**config.mk**
```make
export PLATFORM = sky130hd
export DESIGN_NAME = sha256_msg_sched
export DESIGN_NICKNAME = d
export VERILOG_FILES = /design/src/rtl/sha256_msg_sched.sv
export SDC_FILE = /design/constraint.sdc
export NUM_CORES = 2
export LEC_CHECK = 0
export BUFFER_PORTS_ARGS = -buffer_cell sky130_fd_sc_hd__clkbuf_2
export CORE_ASPECT_RATIO = 0.75
export CORE_UTILIZATION = 55
export CTS_CLUSTER_SIZE = 12
export DETAILED_ROUTE_END_ITERATION = 10
export PLACE_DENSITY = 0.74
export SLEW_MARGIN = 30
export SYNTH_ARGS = -nofsm -noshare
export SYNTH_HDL_FRONTEND = slang
export SYNTH_SLANG_ARGS = --single-unit
```
**constraint.sdc**
```tcl
create_clock -name clk -period 7.1 [get_ports clk]
set_clock_uncertainty 0.15 [all_clocks]
set_input_delay 0.71 -clock clk [delete_from_list [all_inputs] [get_ports clk]]
set_output_delay 0.71 -clock clk [all_outputs]
set_load 0.005 [all_outputs]
```
**src/rtl/sha256_msg_sched.sv**
```systemverilog
// sha256_msg_sched: SHA-256 message schedule, 16 words in, W[0..63] out.
// Ports: clk/rst_n (async active-low); start begins a block in IDLE;
// in_valid/in_ready/in_w load 16 message words; out_valid/out_ready/out_w/out_t/out_last
// emit one schedule word per accepted beat; busy outside IDLE; done pulses in FIN.

module mod_s0 (
  input  logic [31:0] x,
  output logic [31:0] y
);
  assign y = {x[6:0], x[31:7]} ^ {x[17:0], x[31:18]} ^ (x >> 3);
endmodule

module mod_s1 (
  input  logic [31:0] x,
  output logic [31:0] y
);
  assign y = {x[16:0], x[31:17]} ^ {x[18:0], x[31:19]} ^ (x >> 10);
endmodule

module sha256_msg_sched #(
  parameter int ROUNDS = 64
) (
  input  logic        clk,
  input  logic        rst_n,
  input  logic        start,
  input  logic        in_valid,
  output logic        in_ready,
  input  logic [31:0] in_w,
  output logic        out_valid,
  input  logic        out_ready,
  output logic [31:0] out_w,
  output logic [5:0]  out_t,
  output logic        out_last,
  output logic        busy,
  output logic        done
);
  typedef enum logic [1:0] {IDLE, LOAD, EMIT, FIN} state_t;
  state_t      state_q, state_d;
  logic [3:0]  cnt_q, cnt_d;
  logic [5:0]  t_q, t_d;
  logic [31:0] w_q, w_d;
  logic [31:0] wbuf_q [16];
  logic [31:0] wbuf_d [16];
  logic [3:0]  ti;
  logic [31:0] s0_y, s1_y, w_next;
  // Indices are for the word after t (n = t+1): n-2 = t+15, n-7 = t+10, n-15 = t+2, n-16 = t+1 (mod 16).
  // W[t] itself is still in w_q, so every operand comes from slots already written.
  assign ti = t_q[3:0];
  mod_s0 u_s0 (.x(wbuf_q[ti + 4'd2]),  .y(s0_y));
  mod_s1 u_s1 (.x(wbuf_q[ti + 4'd15]), .y(s1_y));
  assign w_next = (t_q < 6'd15) ? wbuf_q[ti + 4'd1]
                                : s1_y + wbuf_q[ti + 4'd10] + s0_y + wbuf_q[ti + 4'd1];
  always_comb begin
    state_d = state_q;
    cnt_d   = cnt_q;
    t_d     = t_q;
    w_d     = w_q;
    wbuf_d  = wbuf_q;
    case (state_q)
      IDLE: if (start) begin
        state_d = LOAD;
        cnt_d   = 4'd0;
      end
      LOAD: if (in_valid) begin
        wbuf_d[cnt_q] = in_w;
        cnt_d         = cnt_q + 4'd1;
        if (cnt_q == 4'd15) begin
          state_d = EMIT;
          t_d     = 6'd0;
          w_d     = wbuf_q[0];
        end
      end
      EMIT: if (out_ready) begin
        wbuf_d[ti] = w_q;
        t_d        = t_q + 6'd1;
        w_d        = w_next;
        if (t_q == 6'(ROUNDS - 1)) state_d = FIN;
      end
      default: state_d = IDLE;
    endcase
  end
  always_ff @(posedge clk or negedge rst_n) begin
    if (!rst_n) begin
      state_q <= IDLE;
      cnt_q   <= 4'd0;
      t_q     <= 6'd0;
      w_q     <= 32'd0;
    end else begin
      state_q <= state_d;
      cnt_q   <= cnt_d;
      t_q     <= t_d;
      w_q     <= w_d;
    end
  end
  always_ff @(posedge clk) wbuf_q <= wbuf_d;
  assign in_ready  = state_q == LOAD;
  assign out_valid = state_q == EMIT;
  assign out_w     = w_q;
  assign out_t     = t_q;
  assign out_last  = t_q == 6'(ROUNDS - 1);
  assign busy      = state_q != IDLE;
  assign done      = state_q == FIN;
endmodule

```
==> flow_metrics.py <==
metrics = {
    "run_status": {
        "status": "finished clean",
    },
    "detailed_routing": {
        "drt-total-wl_um": 171000,
        "dr.pass1.iters": 9,
        "vias": 33500,
        "drt_iter0_drc": 7012,
        "drcViolationCount": 0,
        "ant_nets": 0,
        "avgViaCountPerCell": 7.85,
        "avgRoutedWirePerCell_um": 40.2,
    },
    "critical_path": {
        "crit_arrival_ns": 7.16,
        "worstReg2RegStart": "out_t[0]$_DFFE_PN0P_",
        "cp.required_ns": 7.46,
        "crit_type": "flip-flop to flip-flop",
        "r2r_end": "out_w[25]$_DFFE_PN0P_",
        "regToRegSetupSlack_ns": 0.30,
        "rr_worst_depth": 18,
        "path_max_fanout": 74,
        "cp-end-kind": "flip-flop",
        "start_kind": "flip-flop",
    },
    "synth": {
        "synth_edf_count": 512,
        "synth_top_area_share_pct": 38.8,
        "synth_fp_nets": 3480,
        "ys.flop_type": "edfxtp_1",
        "synth-seq-cells": 556,
        "yosysWarnings": 0,
        "syn_area_mm2": 0.0396,
        "synth.avg_cell_area_um2": 11.9,
        "synth_cell_types": 59,
        "yosysTopAreaCell": "edfxtp_1",
        "synth-async-reset-ratio_pct": 7.91,
        "yosys-top-cells-count": "655 x nand2_1, 549 x o21ai_0, 512 x edfxtp_1",
        "synth_seq_area_share_pct": 41.6,
        "synth.area.top_cells": "edfxtp_1 39%, mux4_2 25%, o21ai_0 6.9%",
        "synth.most_common_cell": "nand2_1",
        "synth_cells": 3334,
    },
    "placed_design": {
        "numPortBuffers": 79,
        "gp_congestion": 1.07,
        "hpwl_um": 112000,
    },
    "sta": {
        "setup_viol": 0,
        "tightest_slew_ns": 1.09,
        "finalSetupTns_ns": 0,
        "max_freq_mhz": 147,
        "period_minus_slack_ns": 6.80,
        "finalCritPeriodShare_pct": 95.7,
        "rsz0062_at_grt": "no",
        "maxSlewHeadroom_pct": 27.2,
        "hold_viol_final": 0,
        "drv_slew": 0,
    },
    "global_route": {
        "grt_start_max_net_pins": 75,
        "grt_antenna_before_repair": 14,
        "use_met1_pct": 62.9,
        "first_global_vias": 30700,
        "grt_util_met3_pct": 27.0,
        "grt_pass1_wl_um": 235000,
        "grt_remaining_overflow": 0,
        "grtUsageMet2_pct": 60.5,
        "grt-busiest-layer": "met1",
        "grt.total_usage_pct": 46.7,
    },
    "cts": {
        "cts_sinks": 556,
        "clk_latency_ns": 0.69,
        "numCtsBuffers": 58,
        "htree_num_levels": 2,
        "tritoncts": "yes",
        "post_cts_buffers": 0,
        "clockBufferDepth": 3,
        "cts_hold_buf": 0,
        "path_clk_slew_ns": 0.06,
        "cts_root_buffer": "clkbuf_16",
    },
    "floorplan": {
        "die_y_um": 234,
        "coreArea_mm2": 0.0706,
        "rows": 84,
        "die-area_mm2": 0.0731,
        "fp.dieW_um": 312,
        "ios": 80,
        "start_util_pct": 56.1,
    },
    "job": {
        "drv_cap": 0,
    },
    "layout": {
        "fill_cells": 5471,
        "areaGrowthSynthToFinish_pct": 9.41,
        "nets": 3412,
        "drive_above_1_share_pct": 25.5,
    },
    "worst_hold_path": {
        "hold_path_class": "input pin to asynchronous set/reset pin",
    },
}
## registers in the layout (all words and copies together) (netlist names)
register  cells
cnt_q         4
wbuf_q      512
out_t         6
state_q       2
out_w        32
## cells by family after synthesis
| group | after synthesis | synth area share (%) |
|---|---|---|
| mux | 515 | 27.2 |
| xor+xnor | 148 | 3.33 |
| flops | 556 | 41.6 |
| buf+inv | 394 | 4.29 |
| fa+ha+maj | 109 | 4.62 |
| compound gates | 789 | 10.8 |
| simple gates | 823 | 8.18 |
## cell type report
class / instances / area [µm²] / share of cell area, %
Multi-Input combinational cell: 2384 / 21900 / 50.4
Tap cell: 946 / 1180 / 2.73
Sequential cell: 556 / 16500 / 38.0
Antenna cell: 17 / 42.5 / 0.0981
Inverter: 51 / 191 / 0.442
Clock buffer: 74 / 1530 / 3.53
Clock inverter: 21 / 305 / 0.704
Timing Repair Buffer: 215 / 1760 / 4.07
## layer usage
layer  up-vias  routed length (µm)
li1      12500                   -
met1     16200               59700
met2      3988               65800
met3       738               36800
met4        12                9000
met5         -                  92
## through the flow
stage               setup WS, ns  cells  util [%]  hold WS (ns)  cell area [µm²]
floorplan                 0.0406   3334         -         0.264            39700
global placement           0.427   4148      58.5         0.346            41400
detailed placement         0.434   4151      58.7         0.365            41400
CTS                        0.370   4246      61.3        0.0580            43300
global route              0.0488   4248      61.3        0.0944            43300
finish                     0.305   4264      61.4        0.0341            43400
## placed cells by master (no fill, tap or decap), types with 36 or more instances in the layout
cell type | Yosys | routed
nand2_1 | 655 | 653
o21ai_0 | 549 | 548
edfxtp_1 | 512 | 512
mux4_2 | 446 | 446
buf_4 | 18 | 110
xnor2_1 | 110 | 109
a21oi_1 | 79 | 79
clkbuf_2 | 0 | 79
nor2_1 | 97 | 68
fa_1 | 62 | 62
clkbuf_16 | 0 | 58
inv_1 | 49 | 49
ha_1 | 47 | 43
dfrtp_1 | 44 | 42
mux2i_1 | 36 | 36
o21ai_1 | 36 | 36
## how the worst max path moves through the flow
stage          cells after the start  slack, ns                 start                     to
4_1_cts                           18       0.37  out_t[1]$_DFFE_PN0P_  out_w[25]$_DFFE_PN0P_
3_5_place_dp                      18       0.43  out_t[1]$_DFFE_PN0P_  out_w[25]$_DFFE_PN0P_
5_1_grt                           21       0.05  out_t[0]$_DFFE_PN0P_  out_w[28]$_DFFE_PN0P_
6_report                          18       0.30  out_t[0]$_DFFE_PN0P_  out_w[25]$_DFFE_PN0P_
3_3_place_gp                      18       0.43  out_t[1]$_DFFE_PN0P_  out_w[29]$_DFFE_PN0P_
2_1_floorplan                     30       0.04  out_t[0]$_DFFE_PN0P_  out_w[29]$_DFFE_PN0P_
## timing repair
action / in CTS / in global routing
gates resized for setup: 0 / 1
endpoints found under the hold margin: 0 / 0
setup endpoints to repair: 0 / 2
## critical path, stage by stage, from the launching register on
cell	delay, ns
dfrtp_4	0.43
buf_12	0.22
buf_12	0.45
mux4_2	0.58
mux4_2	0.64
xnor2_1	0.32
xnor2_1	0.15
fa_1	0.59
fa_1	0.44
ha_1	0.32
nor2b_1	0.18
o2111ai_1	0.40
nand4_1	0.27
a2111oi_2	0.50
o21ai_0	0.22
xnor2_1	0.31
o211ai_1	0.12
o21ai_0	0.11
o21ai_0	0.09
Power is not shown: default switching activity piles up to over one toggle a cycle in this logic, so the estimate is an artifact.
